<file path="src/rtl/mc_ctrl_fsm.sv">
// Multicycle RV32 control FSM for variable-latency memories: ready/valid memory
// handshake with bounded wait, trap and debug-halt states, retired-instruction counter.
package mc_ctrl_pkg;
    typedef enum logic {ADDR_PC = 1'b0, ADDR_RESULT = 1'b1} mem_addr_sel_t;
    typedef enum logic [1:0] {RS1V = 2'd0, PC_OLD = 2'd1, PC = 2'd2} alu_src1_sel_t;
    typedef enum logic [1:0] {RS2V = 2'd0, IMM = 2'd1, PC_INC = 2'd2} alu_src2_sel_t;
    typedef enum logic [1:0] {ALU_CLOCKED = 2'd0, ALU_RESULT = 2'd1, MEM_RD = 2'd2} result_sel_t;
    typedef enum logic [1:0] {ADD_OP = 2'd0, SUB_OP = 2'd1, FUNCT_DEFINED = 2'd2} alu_ops_t;

    localparam logic [6:0] OPC_LOAD  = 7'b0000011;
    localparam logic [6:0] OPC_ITYPE = 7'b0010011;
    localparam logic [6:0] OPC_AUIPC = 7'b0010111;
    localparam logic [6:0] OPC_STYPE = 7'b0100011;
    localparam logic [6:0] OPC_RTYPE = 7'b0110011;
    localparam logic [6:0] OPC_LUI   = 7'b0110111;
    localparam logic [6:0] OPC_BTYPE = 7'b1100011;
    localparam logic [6:0] OPC_JALR  = 7'b1100111;
    localparam logic [6:0] OPC_JAL   = 7'b1101111;
endpackage

module mc_ctrl_fsm
    import mc_ctrl_pkg::*;
#(
    parameter int unsigned MEM_TIMEOUT = 15,
    parameter int unsigned RETIRE_W    = 32,
    parameter bit          HALT_EN     = 1'b1
) (
    input  logic                clk,
    input  logic                reset,
    input  logic [6:0]          opcode,
    input  logic [2:0]          funct3,
    input  logic                mem_ready,
    input  logic                halt_req,
    output logic                mem_req,
    output logic                branch,
    output logic                reg_wren,
    output logic                mem_wren,
    output logic                pc_update,
    output logic                inst_en,
    output mem_addr_sel_t       mem_addr_sel,
    output alu_src1_sel_t       alu_src1_sel,
    output alu_src2_sel_t       alu_src2_sel,
    output result_sel_t         result_sel,
    output alu_ops_t            alu_op,
    output logic [2:0]          branch_funct3,
    output logic                halted,
    output logic                trap,
    output logic [1:0]          trap_cause,
    output logic [RETIRE_W-1:0] instret
);
    localparam int unsigned CNT_W = (MEM_TIMEOUT == 0) ? 1 : $clog2(MEM_TIMEOUT + 1);
    localparam logic [CNT_W-1:0] TMO_LAST = (MEM_TIMEOUT == 0) ? '0 : CNT_W'(MEM_TIMEOUT - 1);

    typedef enum logic [3:0] {
        S_BOOT, S_FETCH, S_DECODE, S_MEM_ADDR, S_EXEC_R, S_EXEC_I, S_MEM_READ,
        S_MEM_WRITE, S_MEM_WB, S_ALU_WB, S_BRANCH, S_JUMP, S_HALT, S_TRAP
    } state_t;

    typedef struct packed {
        logic          mem_req;
        logic          branch;
        logic          reg_wren;
        logic          mem_wren;
        logic          fetch;
        logic          jump;
        logic          halted;
        logic          trap;
        mem_addr_sel_t mas;
        alu_src1_sel_t src1;
        alu_src2_sel_t src2;
        result_sel_t   res;
        alu_ops_t      op;
    } ctrl_t;

    // Control word for the state being entered; registering it keeps outputs glitch-free.
    function automatic ctrl_t ctrl_for(input state_t s);
        ctrl_t c;
        c.mem_req  = 1'b0;
        c.branch   = 1'b0;
        c.reg_wren = 1'b0;
        c.mem_wren = 1'b0;
        c.fetch    = 1'b0;
        c.jump     = 1'b0;
        c.halted   = 1'b0;
        c.trap     = 1'b0;
        c.mas      = ADDR_PC;
        c.src1     = RS1V;
        c.src2     = RS2V;
        c.res      = ALU_CLOCKED;
        c.op       = ADD_OP;
        case (s)
            S_FETCH:     begin c.mem_req = 1'b1; c.fetch = 1'b1; c.src1 = PC;
                               c.src2 = PC_INC; c.res = ALU_RESULT; end
            S_DECODE:    begin c.src1 = PC_OLD; c.src2 = IMM; end
            S_MEM_ADDR:  c.src2 = IMM;
            S_EXEC_R:    c.op = FUNCT_DEFINED;
            S_EXEC_I:    begin c.src2 = IMM; c.op = FUNCT_DEFINED; end
            S_MEM_READ:  begin c.mem_req = 1'b1; c.mas = ADDR_RESULT; end
            S_MEM_WRITE: begin c.mem_req = 1'b1; c.mem_wren = 1'b1; c.mas = ADDR_RESULT; end
            S_MEM_WB:    begin c.reg_wren = 1'b1; c.res = MEM_RD; end
            S_ALU_WB:    c.reg_wren = 1'b1;
            S_BRANCH:    begin c.branch = 1'b1; c.op = SUB_OP; end
            S_JUMP:      begin c.jump = 1'b1; c.src1 = PC_OLD; c.src2 = PC_INC; end
            S_HALT:      c.halted = 1'b1;
            S_TRAP:      c.trap = 1'b1;
            default:     ;
        endcase
        return c;
    endfunction

    state_t              state_q, state_d, boundary_s;
    ctrl_t               ctrl_q;
    logic [CNT_W-1:0]    cnt_q, cnt_d;
    logic [1:0]          cause_q, cause_d;
    logic [2:0]          f3_q;
    logic [RETIRE_W-1:0] instret_q;
    logic                retire, mem_wait;

    assign boundary_s = (HALT_EN && halt_req) ? S_HALT : S_FETCH;

    // NOTE: every signal gets a default before the case so no path can infer a latch.
    always_comb begin
        state_d  = state_q;
        cause_d  = cause_q;
        cnt_d    = cnt_q;
        retire   = 1'b0;
        mem_wait = 1'b0;
        case (state_q)
            S_BOOT:      state_d = boundary_s;
            S_FETCH:     if (mem_ready) state_d = S_DECODE; else mem_wait = 1'b1;
            S_DECODE: begin
                case (opcode)
                    OPC_RTYPE:                      state_d = S_EXEC_R;
                    OPC_ITYPE, OPC_LUI, OPC_AUIPC:  state_d = S_EXEC_I;
                    OPC_LOAD, OPC_STYPE:            state_d = S_MEM_ADDR;
                    OPC_BTYPE:                      state_d = S_BRANCH;
                    OPC_JAL, OPC_JALR:              state_d = S_JUMP;
                    default: begin state_d = S_TRAP; cause_d = 2'b01; end
                endcase
            end
            S_MEM_ADDR:  state_d = (opcode == OPC_STYPE) ? S_MEM_WRITE : S_MEM_READ;
            S_MEM_READ:  if (mem_ready) state_d = S_MEM_WB; else mem_wait = 1'b1;
            S_MEM_WRITE: begin
                if (mem_ready) begin
                    state_d = boundary_s;
                    retire  = 1'b1;
                end else begin
                    mem_wait = 1'b1;
                end
            end
            S_EXEC_R, S_EXEC_I, S_JUMP:   state_d = S_ALU_WB;
            S_ALU_WB, S_MEM_WB, S_BRANCH: begin state_d = boundary_s; retire = 1'b1; end
            S_HALT:      if (!halt_req) state_d = S_FETCH;
            S_TRAP:      state_d = S_TRAP;
            default:     state_d = S_BOOT;
        endcase
        // Ready in the threshold cycle never reaches here, so ready wins over timeout.
        if (mem_wait) begin
            if (MEM_TIMEOUT != 0 && cnt_q == TMO_LAST) begin
                state_d = S_TRAP;
                cause_d = 2'b10;
            end
            cnt_d = cnt_q + 1'b1;
        end
        if (state_d != state_q) cnt_d = '0;
    end

    // NOTE: sequential state uses non-blocking assignments so all registers update together.
    always_ff @(posedge clk or negedge reset) begin
        if (!reset) begin
            state_q   <= S_BOOT;
            ctrl_q    <= ctrl_for(S_BOOT);
            cnt_q     <= '0;
            cause_q   <= 2'b00;
            f3_q      <= 3'b000;
            instret_q <= '0;
        end else begin
            state_q <= state_d;
            ctrl_q  <= ctrl_for(state_d);
            cnt_q   <= cnt_d;
            cause_q <= cause_d;
            if (state_q == S_DECODE) f3_q <= funct3;
            if (retire) instret_q <= instret_q + 1'b1;
        end
    end

    assign mem_req       = ctrl_q.mem_req;
    assign branch        = ctrl_q.branch;
    assign reg_wren      = ctrl_q.reg_wren;
    assign mem_wren      = ctrl_q.mem_wren;
    assign inst_en       = ctrl_q.fetch & mem_ready;
    assign pc_update     = (ctrl_q.fetch & mem_ready) | ctrl_q.jump;
    assign mem_addr_sel  = ctrl_q.mas;
    // JALR adds the immediate to rs1; the opcode is only valid once DECODE has begun.
    assign alu_src1_sel  = (state_q == S_DECODE && opcode == OPC_JALR) ? RS1V : ctrl_q.src1;
    assign alu_src2_sel  = ctrl_q.src2;
    assign result_sel    = ctrl_q.res;
    assign alu_op        = ctrl_q.op;
    assign branch_funct3 = f3_q;
    assign halted        = ctrl_q.halted;
    assign trap          = ctrl_q.trap;
    assign trap_cause    = cause_q;
    assign instret       = instret_q;
endmodule
</file>
<file path="config.mk">
export PLATFORM = sky130hd
export DESIGN_NAME = mc_ctrl_fsm
export DESIGN_NICKNAME = d
export VERILOG_FILES = /design/src/rtl/mc_ctrl_fsm.sv
export SDC_FILE = /design/constraint.sdc
export NUM_CORES = 1
export LEC_CHECK = 0
export ABC_AREA = 1
export BUFFER_PORTS_ARGS = -buffer_cell sky130_fd_sc_hd__buf_4
export CORE_MARGIN = 2
export CORE_UTILIZATION = 50
export CTS_CLUSTER_DIAMETER = 40
export DETAILED_ROUTE_END_ITERATION = 6
export GPL_TIMING_DRIVEN = 0
export MAX_ROUTING_LAYER = met4
export PLACE_DENSITY = 0.78
export SLEW_MARGIN = 40
export SYNTH_ARGS = -nofsm -noshare
export SYNTH_HDL_FRONTEND = slang
export SYNTH_SLANG_ARGS = --single-unit
</file>
<file path="constraint.sdc">
create_clock -name clk -period 1.8 [get_ports clk]
set_input_delay 0 -clock clk [delete_from_list [all_inputs] [get_ports clk]]
set_output_delay 0 -clock clk [all_outputs]
set_load 0.02 [all_outputs]
</file>
==> run_results.csv <==
group,metric,value,unit
floorplan,core-area,0.005991,mm^2
logic_synthesis,synth_ff_type,"dfrtp_1",
route,vias,3273,
route,drtIter0Drc,293,
logic_synthesis,yosysUniqueCellTypes,28,
clock_tree,cts-htree-levels,3,
worst_setup_path,worstSetupPathType,"flop to flop",
logic_synthesis,ys_async_sr_fraction,100.0,%
place,port_buffers,67,
floorplan,placement_rows,28,
status,status,"complete, but fails checks",
worst_setup_path,worst_ep_required_time,2.07,ns
timing,finalCritPeriodShare,111.9,%
status,violations,"negative setup slack",
floorplan,start_util,52.51,%
logic_synthesis,synth_nets,406,
clock_tree,clock_sinks,59,
global_routing,grt_pass1_wl,12.30,mm
clock_tree,cts-root-buf,"clkbuf_8",
timing,rsz0062_at_grt,"true",
power_and_ir_drop,p_per_area,1496,mW/mm^2
floorplan,die-width,83.32,um
timing,slew_headroom,70.05,%
worst_setup_path,start_kind,"flop",
finish,final_common_cell,"buf_4",
place,pre_cts_ws,-0.08827,ns
clock_tree,cts_buffer_depth,2,
global_routing,antenna_found_initial,0,
route,wl,9.867,mm
logic_synthesis,yosysWarningCount,0,
power_and_ir_drop,ir_drop,855.8,uV
timing,worst_slew_pin_slew,0.4451,ns
global_routing,grt_overflow,0,
worst_setup_path,critPathArrivalTime,2.29,ns
route,ant_nets,0,
timing,fin_ws,-0.2144,ns
logic_synthesis,ys_seq_area_share,46.94,%
timing,slew_violations,0,
global_routing,grt_pass1_vias,2712,
finish,final_cell_mix,"103 x buf_4, 84 x nand2_1, 51 x dfrtp_1",
route,route.detailed.drc,0,
finish,layoutNonFillerInstCount,587,
logic_synthesis,netlist_area,0.003146,mm^2
worst_setup_path,path_max_fanout,6,
place,gp_congestion,0.9066,
clock_tree,cts_buffers,9,
global_routing,gr-usage-all-layers,22.29,%
finish,areaGrowthSynthToFinish,49.12,%
timing,min_period,2.014,ns
logic_synthesis,yosys.area.top_type,"dfrtp_1",
power_and_ir_drop,leakage,0.002449,uW
global_routing,grt_max_degree,60,
run,maxCapViolCount,0,
floorplan,io-pin-count,68,
finish,finalNetCount,524,
hold_path,hp-class,"primary input to flop",
route,dr.pass1.iters,7,
floorplan,die_h,83.32,um
floorplan,dieArea,0.006941,mm^2
clock_tree,cts_tree,"yes",
finish,antenna_cells,0,
clock_tree,path_clk_slew,0.07,ns
timing,max_freq,496.4,MHz
timing,hold_viol_final,0,
route,drt-wirelength-per-cell,16.81,um
timing,setup_viol,25,
route,viasPerCell,5.576,
logic_synthesis,ys_top_cells_by_area,"dfrtp_1 47%, nand2_1 11%, nor2_1 5.6%",
logic_synthesis,yosysTopAreaCellShare,46.94,%
place,hpwl,5.267,mm
logic_synthesis,syn_area_per_cell,8.086,um^2
clock_tree,clock_latency,0.35,ns
logic_synthesis,synth-edff-count,0,
worst_setup_path,critPathCaptureType,"flop",
timing,finalClockSkew,0.008524,ns
logic_synthesis,ys_seq_elements,59,
logic_synthesis,synth_cells,389,
finish,drive_gt1_share,42.19,%
place,dp.cells,531,
[metrics by stage]
step            TNS, ns  hold slack, ns  power (uW)  cell area, um^2  utilization [%]
2_1_floorplan         0         -0.2956        3304             3151                -
3_3_place_gp    -0.6016          0.1048        3989             3747            62.55
3_5_place_dp    -0.6825          0.1092        4032             3747            62.55
4_1_cts        -0.01556        0.004577        5693             4167            69.55
5_1_grt          -4.321         0.05938        7329             4691            78.30
6_report         -2.293         0.02831        7019             4691            78.30
[power by group]
group          internal (uW)  switching [uW]  total [uW]
Combinational           1460            2120        3580
Sequential              1610             350        1960
Clock                    931             550        1480
Total                   4000            3020        7020
[flip-flops by register name (all words and copies together) (netlist names), 2 cells and up]
name / cells
instret: 32
cnt_q: 4
state_q: 4
branch_funct3: 3
alu_op: 2
alu_src2_sel: 2
ctrl_q: 2
result_sel: 2
trap_cause: 2
[cell type report]
| type | count | area, um^2 |
|---|---|---|
| plain buffers | 7 | 60.06 |
| clock buffers | 13 | 178.9 |
| clock inverters | 3 | 67.56 |
| fillers | 360 | 1300 |
| inverters | 51 | 201.4 |
| multi-input cells | 272 | 1758 |
| flip-flops and latches | 59 | 1486 |
| well taps | 75 | 93.84 |
| repair buffers | 107 | 844.6 |
[cell families after synthesis]
family          share of synthesized area (%)
simple gates                            33.13
flops                                   46.94
buf+inv                                 7.677
xor+xnor                                8.632
compound gates                          2.426
fa+ha+maj                               1.193
[final timing paths]
| path | start | end | slack [ns] | depth (start not counted) |
|---|---|---|---|---|
| min in group asynchronous | reset | mem_wren$_DFF_PN0_ | 0.06 | 2 |
| min reg2reg | instret[31]$_DFFE_PN0P_ | instret[31]$_DFFE_PN0P_ | 0.48 | 1 |
| max reg2reg | state_q[3]$_DFF_PN0_ | cnt_q[0]$_DFFE_PN0P_ | -0.21 | 13 |
| max | state_q[3]$_DFF_PN0_ | cnt_q[0]$_DFFE_PN0P_ | -0.21 | 13 |
| max in group asynchronous | reset | instret[4]$_DFFE_PN0P_ | 1.22 | 3 |
| min | mem_ready | result_sel[1]$_DFF_PN0_ | 0.03 | 3 |
[timing repair]
action / 4_1_cts / 5_1_grt
resized for setup: 21 / 76
buffers inserted: 6 / 29
endpoints found under the hold margin: 62 / 0
pin swaps: 9 / 30
hold buffers: 4 / 0
endpoints found under the setup margin: 19 / 38
[Yosys cell counts (3+ instances only)]
library cell	number
a21oi_1	3
buf_4	6
dfrtp_1	59
ha_1	3
inv_1	43
inv_2	8
nand2_1	95
nand2_2	4
nand3_1	23
nand3_2	4
nand4_1	18
nor2_1	47
nor2_2	12
nor3_1	10
nor4_1	5
o21ai_0	7
xnor2_1	13
xor2_1	18
[metal layers]
layer	share of wire [%]	vias to the layer above	wire, um	track usage (%)
li1	-	1469	-	-
met1	39	1562	3874	28.72
met2	49	196	4872	35.12
met3	7.0	46	687	4.871
met4	4.4	0	433	7.452
met5	0	-	0	-
[critical path, stage by stage (launching register included)]
cell     delay, ns
dfrtp_2       0.50
inv_4         0.12
nand2_4       0.08
nand2_1       0.10
nand2_2       0.07
nand2_1       0.08
nand2_1       0.07
nor2_2        0.16
nand3_2       0.18
nand2_1       0.10
nand2_1       0.07
nor2_2        0.15
nand3_4       0.14
nor2_2        0.12
Note: power is estimated with default switching activity, not from simulation.
